<file path="config.mk">
export PLATFORM = sky130hd
export DESIGN_NAME = rst_seq_ctrl
export DESIGN_NICKNAME = d
export VERILOG_FILES = /design/src/rtl/rst_seq_pkg.sv /design/src/rtl/rst_sync_cell.sv /design/src/rtl/rst_seq_ctrl.sv
export SDC_FILE = /design/constraint.sdc
export NUM_CORES = 1
export LEC_CHECK = 0
export ABC_AREA = 1
export ABC_CLOCK_PERIOD_IN_PS = 1300
export CORE_AREA = 2 2 43 45
export CTS_CLUSTER_SIZE = 24
export DETAILED_ROUTE_END_ITERATION = 10
export DIE_AREA = 0 0 45 47
export GPL_TIMING_DRIVEN = 0
export PLACE_DENSITY = 0.67
export SLEW_MARGIN = 20
export SYNTH_ARGS = -nofsm -noshare
export SYNTH_HDL_FRONTEND = slang
export SYNTH_SLANG_ARGS = --single-unit
</file>
<file path="constraint.sdc">
create_clock -name clk -period 1.3 [get_ports clk]
set_input_delay 0.26 -clock clk [delete_from_list [all_inputs] [get_ports clk]]
set_output_delay 0.26 -clock clk [all_outputs]
set_load 0.02 [all_outputs]
</file>
<file path="src/rtl/rst_seq_pkg.sv">
// Shared definitions for the reset-release sequencer.
//
// Contents:
//   seqState_e  - sequencer FSM states (HOLD / RELEASE / DONE), 2-bit encoding
//   cntWidth()  - width of the shared hold/gap counter, sized so that the
//                 larger of the two terminal values fits without wrapping
package rst_seq_pkg;

  // HOLD keeps every channel asserted, RELEASE walks the channels up one by
  // one, DONE parks with everything released until a new reset arrives.
  typedef enum logic [1:0] {
    HOLD    = 2'd0,
    RELEASE = 2'd1,
    DONE    = 2'd2
  } seqState_e;

  // One counter serves both the minimum-assertion window and the inter-
  // channel gap, so it has to hold whichever terminal value is larger.
  function automatic int cntWidth(input int minAssert, input int gap);
    int largest;
    largest = (minAssert > gap) ? minAssert : gap;
    return $clog2(largest + 1);
  endfunction

endpackage

</file>
<file path="src/rtl/rst_sync_cell.sv">
// Reset synchronizer: asserts asynchronously, deasserts synchronously.
//
// Parameters:
//   SYNC_STAGES - number of flops in the chain (>= 2)
//
// Ports:
//   clk      in  1  destination clock, rising edge
//   rstn     in  1  raw asynchronous active-low reset
//   rst_sync out 1  high once rstn has been high for SYNC_STAGES edges;
//                   drops immediately when rstn falls
//
// Usable on its own at the top of any clock domain.
module rst_sync_cell #(
  parameter int SYNC_STAGES = 2
) (
  input  logic clk,
  input  logic rstn,
  output logic rst_sync
);

  logic [SYNC_STAGES-1:0] chain_q;

  // A constant 1 is shifted in from the bottom of the chain; the async clear
  // wipes the whole chain so the output drops without waiting for a clock,
  // while the release has to ripple through every stage first.
  always_ff @(posedge clk or negedge rstn) begin
    if (!rstn) begin
      chain_q <= '0;
    end else begin
      chain_q <= {chain_q[SYNC_STAGES-2:0], 1'b1};
    end
  end

  assign rst_sync = chain_q[SYNC_STAGES-1];

endmodule

</file>
<file path="src/rtl/rst_seq_ctrl.sv">
// Reset-release sequencer for one clock domain.
//
// After the synchronized reset (or a software request) all channels stay
// asserted for MIN_ASSERT edges, then channel 0 is released, and each further
// channel follows GAP edges after the previous one. rst_done rises with the
// last channel.
//
// Parameters:
//   NCH         - number of sequenced reset outputs (>= 1)
//   SYNC_STAGES - synchronizer depth (>= 2)
//   MIN_ASSERT  - edges of full assertion before channel 0 releases (>= 1)
//   GAP         - edges between successive channel releases (>= 1)
//
// Ports:
//   clk          in  1    sole clock, rising edge
//   rstn         in  1    asynchronous active-low reset
//   soft_rst_req in  1    synchronous request to re-run the sequence
//   rstn_out     out NCH  per-channel active-low reset, channel 0 first
//   rst_done     out 1    high once every channel is released
module rst_seq_ctrl
  import rst_seq_pkg::*;
#(
  parameter int NCH         = 4,
  parameter int SYNC_STAGES = 2,
  parameter int MIN_ASSERT  = 4,
  parameter int GAP         = 3
) (
  input  logic           clk,
  input  logic           rstn,
  input  logic           soft_rst_req,
  output logic [NCH-1:0] rstn_out,
  output logic           rst_done
);

  localparam int             CW       = cntWidth(MIN_ASSERT, GAP);
  localparam logic [CW-1:0]  HOLD_END = CW'(MIN_ASSERT);
  localparam logic [CW-1:0]  GAP_END  = CW'(GAP);
  localparam logic [CW-1:0]  CNT_ONE  = CW'(1);
  localparam logic [NCH-1:0] FIRST_CH = NCH'(1);

  seqState_e      state_q, state_d;
  logic [CW-1:0]  count_q, count_d;
  logic [CW-1:0]  countInc;
  logic [NCH-1:0] outs_q, outs_d;
  logic [NCH-1:0] outsNext;
  logic [NCH:0]   outsShift;
  logic           done_q, done_d;
  logic           rstSync;

  rst_sync_cell #(
    .SYNC_STAGES(SYNC_STAGES)
  ) u_sync (
    .clk     (clk),
    .rstn    (rstn),
    .rst_sync(rstSync)
  );

  // The released channels always form a run of ones from bit 0 upward, so
  // releasing the next channel is just shifting another one in at the bottom.
  // The vector being all ones afterwards marks the final release.
  assign countInc  = count_q + CNT_ONE;
  assign outsShift = {outs_q, 1'b1};
  assign outsNext  = outsShift[NCH-1:0];

  // Next-state logic. A software request overrides whatever the FSM would
  // otherwise do, including a release due on the same edge, so that channel
  // stays asserted and the sequence starts over from HOLD with a clear count.
  always_comb begin
    state_d = state_q;
    count_d = count_q;
    outs_d  = outs_q;
    done_d  = done_q;

    if (soft_rst_req) begin
      state_d = HOLD;
      count_d = '0;
      outs_d  = '0;
      done_d  = 1'b0;
    end else begin
      case (state_q)
        HOLD: begin
          outs_d = '0;
          done_d = 1'b0;
          if (rstSync) begin
            if (countInc == HOLD_END) begin
              count_d = '0;
              outs_d  = FIRST_CH;
              if (NCH == 1) begin
                done_d  = 1'b1;
                state_d = DONE;
              end else begin
                state_d = RELEASE;
              end
            end else begin
              count_d = countInc;
            end
          end
        end

        RELEASE: begin
          if (countInc == GAP_END) begin
            count_d = '0;
            outs_d  = outsNext;
            if (&outsNext) begin
              done_d  = 1'b1;
              state_d = DONE;
            end
          end else begin
            count_d = countInc;
          end
        end

        DONE: begin
          count_d = '0;
          outs_d  = '1;
          done_d  = 1'b1;
        end

        default: begin
          state_d = HOLD;
          count_d = '0;
          outs_d  = '0;
          done_d  = 1'b0;
        end
      endcase
    end
  end

  // All outputs come straight from flops; the only path from an input to an
  // output that bypasses the clock is the asynchronous clear from rstn.
  always_ff @(posedge clk or negedge rstn) begin
    if (!rstn) begin
      state_q <= HOLD;
      count_q <= '0;
      outs_q  <= '0;
      done_q  <= 1'b0;
    end else begin
      state_q <= state_d;
      count_q <= count_d;
      outs_q  <= outs_d;
      done_q  <= done_d;
    end
  end

  assign rstn_out = outs_q;
  assign rst_done = done_q;

endmodule
</file>
==> impl_metrics.tcl, run 1 <==
set metrics [dict create \
    clk_path_buf_depth 2 \
    cts.clk_slew.worst_paths_ps 80 \
    core_sq_um 1650 \
    num_vias 633 \
    critical_path.startpoint "count_q[0]" \
    finalCritPeriodShare_pct 102 \
    wl_met2_um 796 \
    endpoint_kind "flip-flop" \
    routedWlPerCell_um 13.1 \
    max_freq_mhz 757 \
    synth-compound-area-share_pct 9.06 \
    synth_nets 101 \
    synthMuxAreaShare_pct 0 \
    min_path_type "input pin to asynchronous set/reset pin" \
    fin_worst_skew_ps 8.67 \
    dieArea_sq_um 2120 \
    pwr-share-seq_pct 27.3 \
    synth_area_per_cell_sq_um 7.98 \
    pwr_density_cell_nw_per_um2 2110 \
    cp-start-kind "flip-flop" \
    internal_power_mw 1.20 \
    drt_iter0_drc 8 \
    port_buffers 7 \
    synth_fa_ha_area_share_pct 13.9 \
    m1WireLength_um 760 \
    cts_max_level 1 \
    r2r_cells 9 \
    maxCapViolCount 0 \
    reg2reg_to "state_q[0]" \
    r2r_slack_ps -20 \
    tritoncts "yes" \
    cts_buffers 3 \
    synth_simple_gate_area_share_pct 28.9 \
    topRoutingLayerUsed "met4" \
    power_frac_clock_pct 14.0 \
    dr.pass1.iters 4 \
    ys_warn_count 0 \
    worstMarginPinSlew_ps 565 \
    grt_usage_pct 16.4 \
    hold_viol 0 \
    crit_end "state_q[0]" \
    critPathArrivalTime_ps 1490 \
    synth_top_family_by_area "simple AND/OR/NAND/NOR gates" \
    ioPinCount 8 \
    fp-row-count 15 \
    drc 0 \
    setup_violations 2 \
    ys_seq_area_share_pct 41.8 \
    status "finished with violations" \
    grt_pass1_wl_mm 2.42 \
    die_h_um 47 \
    reg2reg_from "count_q[0]" \
    grt_max_degree 13 \
    wl_mm 1.64 \
    ant_nets 0 \
    netSwitchingPower_mw 0.955 \
    fp.dieW_um 45 \
    synth_xor_area_share_pct 0 \
    grt_pass1_vias 537 \
    clock-sinks 12 \
    final_cell_mix "nand2_1 (19), dfrtp_1 (10), inv_2 (7)" \
    fin_nets 120 \
    dp_hpwl_mm 1.02 \
    combPwrFrac_pct 58.8 \
    initial_utilization_pct 43.5 \
    setup_ws_ps -21.2 \
    place.gp.congestion 0.812 \
    ys_types 15 \
    antenna_found_initial 0 \
    insertion_delay_ps 280 \
    path_max_fanout 4 \
    viasPerCell 5.06 \
    areaGrowthSynthToFinish_pct 42.2 \
    slew_viol_final 0 \
    dr_wl_met3_um 43 \
    violations "negative setup slack" \
    cp.required_ps 1460 \
    synth_area_sq_um 718 \
    fin_tns_setup_ps -34.7 \
    rsz0062_at_grt "true" \
    critPathKind "flip-flop to flip-flop" \
    syn_inst 90 \
    n_antenna_cell 0 \
    p_sw_share_pct 44.3 \
    relSlewSlack_pct 62.2 \
    power_mw 2.16 \
    period_needed_ps 1320 \
    grt_overflow_total 0 \
    clockRootBuffer "clkbuf_4" \
    drive_above_1_share_pct 37.0 \
    final_common_cell "nand2_1" \
    ys_ff_latch 12 \
    peakVddDrop_uv 1080 \
    cellLeakagePower_nw 0.493 \
]
-- metal layers --
layer	track usage (%)	vias to the layer above
met3	2.31	9
met4	8.82	0
met2	24.6	15
li1	-	320
met5	0	-
met1	22.9	289
-- cells by family (layout without fill, tap and decap cells) --
group	count (synthesis)	count (layout)
AOI/OAI and AO/OA	12	12
other	1	1
DFF	12	12
buffers and inverters	11	29
adders and majority gates	8	8
and+or+nand+nor	46	46
-- power groups by stage --
stage / clock, mW / combinational (mW) / sequential [mW]
3_3_place_gp: 0 / 0.805 / 0.614
3_5_place_dp: 0 / 0.818 / 0.624
2_1_floorplan: 0 / 0.540 / 0.652
5_1_grt: 0.323 / 1.41 / 0.599
4_1_cts: 0.307 / 0.987 / 0.574
6_report: 0.302 / 1.27 / 0.588
-- final cells by class --
class,instances,area [sq um]
inverters,11,41.3
multi-input cells,67,493
well taps,17,21.3
fillers,148,631
clock buffers,4,36.3
flip-flops and latches,12,303
repair buffers,14,126
-- how the worst min path moves through the flow --
stage	start	endpoint	slack (ps)	depth (start not counted)
floorplan	rstn	count_q[0]	-40	0
global placement	u_sync.chain_q[0]	u_sync.chain_q[1]	340	0
detailed placement	u_sync.chain_q[0]	u_sync.chain_q[1]	340	0
CTS	rstn	count_q[0]	360	1
global route	u_sync.chain_q[0]	u_sync.chain_q[1]	360	0
finish	rstn	count_q[1]	340	1
-- metrics by stage --
| stage | cell area, sq um | std cells | hold WS [ps] | setup slack (ps) | util, % |
|---|---|---|---|---|---|
| 6_report | 1020 | 125 | 339 | -21.2 | 61.8 |
| 4_1_cts | 921 | 123 | 356 | -10.9 | 55.8 |
| 2_1_floorplan | 723 | 90 | -35.6 | 26.1 | - |
| 3_3_place_gp | 815 | 114 | 337 | -256 | 49.3 |
| 5_1_grt | 1020 | 125 | 361 | -104 | 61.8 |
| 3_5_place_dp | 815 | 114 | 339 | -251 | 49.3 |
-- cell usage after synthesis, drive strengths merged --
master / number / area [sq um]
conb: 1 / 3.75
nand2: 28 / 110
nand3b: 2 / 27.5
a21oi: 4 / 23.8
nor2: 8 / 30.0
nand3: 8 / 40.0
o21ai: 7 / 35.0
ha: 8 / 100
inv: 11 / 41.3
o22ai: 1 / 6.26
dfrtp: 12 / 300
-- sequential cells by signal (all words and copies together), names as in the netlist --
name,cells
rst_done,1
state_q,2
u_sync.chain_q,2
rstn_out,4
count_q,3
-- worst max-delay path: stages (launching register included) --
cell and delay (ps):
dfrtp_1 410, ha_2 210, inv_2 60, nand2_4 60
nand2_4 60, nand3b_1 110, nand2_2 120, nand2_2 70
nand2_1 60, nand2_1 40
-- timing repair --
item | in CTS | in global routing
setup buffers | 5 | 2
setup endpoints to repair | 15 | 13
hold buffers | 0 | 0
resized for setup | 21 | 25
pin swaps | 8 | 10
Power figures use the tool's default switching activity.
==> run 2, diff against run 1 <==
--- a/config.mk
+++ b/config.mk
@@ -6,13 +6,13 @@
 export NUM_CORES = 1
 export LEC_CHECK = 0
 export ABC_AREA = 1
-export ABC_CLOCK_PERIOD_IN_PS = 1300
-export CORE_AREA = 2 2 43 45
+export ABC_CLOCK_PERIOD_IN_PS = 1400
+export CORE_AREA = 2 2 40 42
 export CTS_CLUSTER_SIZE = 24
 export DETAILED_ROUTE_END_ITERATION = 10
-export DIE_AREA = 0 0 45 47
+export DIE_AREA = 0 0 42 44
 export GPL_TIMING_DRIVEN = 0
-export PLACE_DENSITY = 0.67
+export PLACE_DENSITY = 0.73
 export SLEW_MARGIN = 20
 export SYNTH_ARGS = -nofsm -noshare
 export SYNTH_HDL_FRONTEND = slang
==> constraint.sdc (replaced) <==
create_clock -name clk -period 1.4 [get_ports clk]
set_input_delay 0.28 -clock clk [delete_from_list [all_inputs] [get_ports clk]]
set_output_delay 0.28 -clock clk [all_outputs]
set_load 0.02 [all_outputs]
==> run 2 against run 1 <==
The run now ends clean. Utilization rose by 4.4 points. Global-route usage grew 0.96 points. Sequential share of layout area up 2.6 points. Final cell count is 2.4% lower. Wire length decreased by 2.7%. Design area decreased by 8.0%. Register-to-register slack improved by 50 ps.
==> impl_metrics.tcl, run 2 (same netlist as run 1, synthesis figures left out) <==
set metrics [dict create \
    fp.dieW_um 42 \
    num_vias 650 \
    grt_overflow_total 0 \
    insertion_delay_ps 270 \
    initial_utilization_pct 50.6 \
    grt_pass1_vias 568 \
    cellLeakagePower_nw 0.485 \
    endpoint_kind "flip-flop" \
    clockRootBuffer "clkbuf_4" \
    maxCapViolCount 0 \
    peakVddDrop_uv 1040 \
    setup_violations 0 \
    areaGrowthSynthToFinish_pct 30.8 \
    power_mw 1.81 \
    grt_usage_pct 17.3 \
    wl_mm 1.60 \
    path_max_fanout 3 \
    dieArea_sq_um 1850 \
    fp-row-count 14 \
    dp.cells 113 \
    fin_worst_skew_ps 0.735 \
    r2r_cells 7 \
    grt_pass1_wl_mm 2.39 \
    ioPinCount 8 \
    fin_nets 119 \
    drc 0 \
    min_path_cells 0 \
    final_common_cell "nand2_1" \
    holdBufCountCts 0 \
    viasPerCell 5.33 \
    cts.clk_slew.worst_paths_ps 80 \
    pwr_density_cell_nw_per_um2 1920 \
    met1_usage_pct 21.5 \
    finalCritPeriodShare_pct 98.0 \
    grtUsageMet3_pct 2.50 \
    drive_above_1_share_pct 27.4 \
    relSlewSlack_pct 62.7 \
    cts_max_level 1 \
    busiest_layer "met2" \
    max_freq_mhz 729 \
    largest_reg_flops 4 \
    dr.pass1.iters 4 \
    dp_hpwl_mm 1.00 \
    cp-start-kind "flip-flop" \
    hold_viol 0 \
    slew_viol_final 0 \
    grt_max_degree 13 \
    core_sq_um 1420 \
    clk_path_buf_depth 2 \
    die_h_um 44 \
    clock-sinks 12 \
    place.gp.congestion 0.814 \
    rsz0062_at_grt "true" \
    whs_ps 355 \
    critPathArrivalTime_ps 1540 \
    final_util_pct 66.2 \
    routedWlPerCell_um 13.1 \
    critPathKind "flip-flop to flip-flop" \
    ant_nets 0 \
    fin_tns_setup_ps 0 \
    min_path_type "flip-flop to flip-flop" \
    n_antenna_cell 0 \
    status "finished clean" \
    worstMarginPinSlew_ps 558 \
    cp.required_ps 1570 \
    period_needed_ps 1370 \
    cts_buffers 3 \
    final_cells 122 \
    port_buffers 7 \
    drt_iter0_drc 16 \
    tritoncts "yes" \
    final_cell_mix "nand2_1 (22), dfrtp_1 (10), inv_1 (8)" \
    grtUsageMet2_pct 29.1 \
    antenna_found_initial 0 \
]
==> run 2: routing by layer <==
metal,wire (um),part of all wire [%]
met5,0,0
met4,40,2.5
met3,53,3.3
met2,817,51
met1,686,43
==> run 2: repair_timing <==
item                       4_1_cts  5_1_grt
pin swaps                        0        7
buffers inserted                 1        5
setup endpoints to repair       13       10
hold endpoints to repair         0        0
resized for setup               12       16
==> run 2: cell type report <==
cell class              count  area (sq um)
multi-input cells          67           442
fillers                   116           479
clock buffers               3          22.5
flip-flops and latches     12           303
well taps                  16          20.0
repair buffers             13           111
inverters                  11          41.3
==> run 2: worst paths after layout <==
kind                                         from                end  slack, ps
max in group asynchronous                    rstn         state_q[0]        640
worst min-delay path            u_sync.chain_q[0]  u_sync.chain_q[1]        350
worst max register to register         count_q[1]         state_q[0]         30
worst max-delay path                   count_q[1]         state_q[0]         30
worst min register to register  u_sync.chain_q[0]  u_sync.chain_q[1]        350
min in group asynchronous                    rstn  u_sync.chain_q[1]        360
==> run 2: worst max-delay path: stages (launching register included) <==
cell     delay [ps]
dfrtp_1         410
ha_2            200
nand2_1         130
nand3_2         140
a21oi_4         210
nand2_2          70
nand2_1          60
nand2_1          50
==> run 2: where the power goes <==
group	leakage (nW)	switching, mW	internal (mW)
registers	0.155	0.0853	0.454
clock network	0.0138	0.120	0.0997
logic	0.317	0.601	0.447
==> run 2: through the flow <==
| step | cell area [sq um] | worst slack (ps) |
|---|---|---|
| after floorplan | 718 | 56.4 |
| after global placement | 808 | -186 |
| after detailed placement | 808 | -198 |
| after CTS | 847 | 2.30 |
| after global routing | 940 | -66.0 |
| final | 940 | 27.6 |
==> run 3, diff against run 2 <==
--- a/config.mk
+++ b/config.mk
@@ -7,6 +7,7 @@
 export LEC_CHECK = 0
 export ABC_AREA = 1
 export ABC_CLOCK_PERIOD_IN_PS = 1400
+export CAP_MARGIN = 15
 export CORE_AREA = 2 2 40 42
 export CTS_CLUSTER_SIZE = 24
 export DETAILED_ROUTE_END_ITERATION = 10
==> results of run 3 <==
No change in the layout: final DEF, timing and power equal those of run 2.
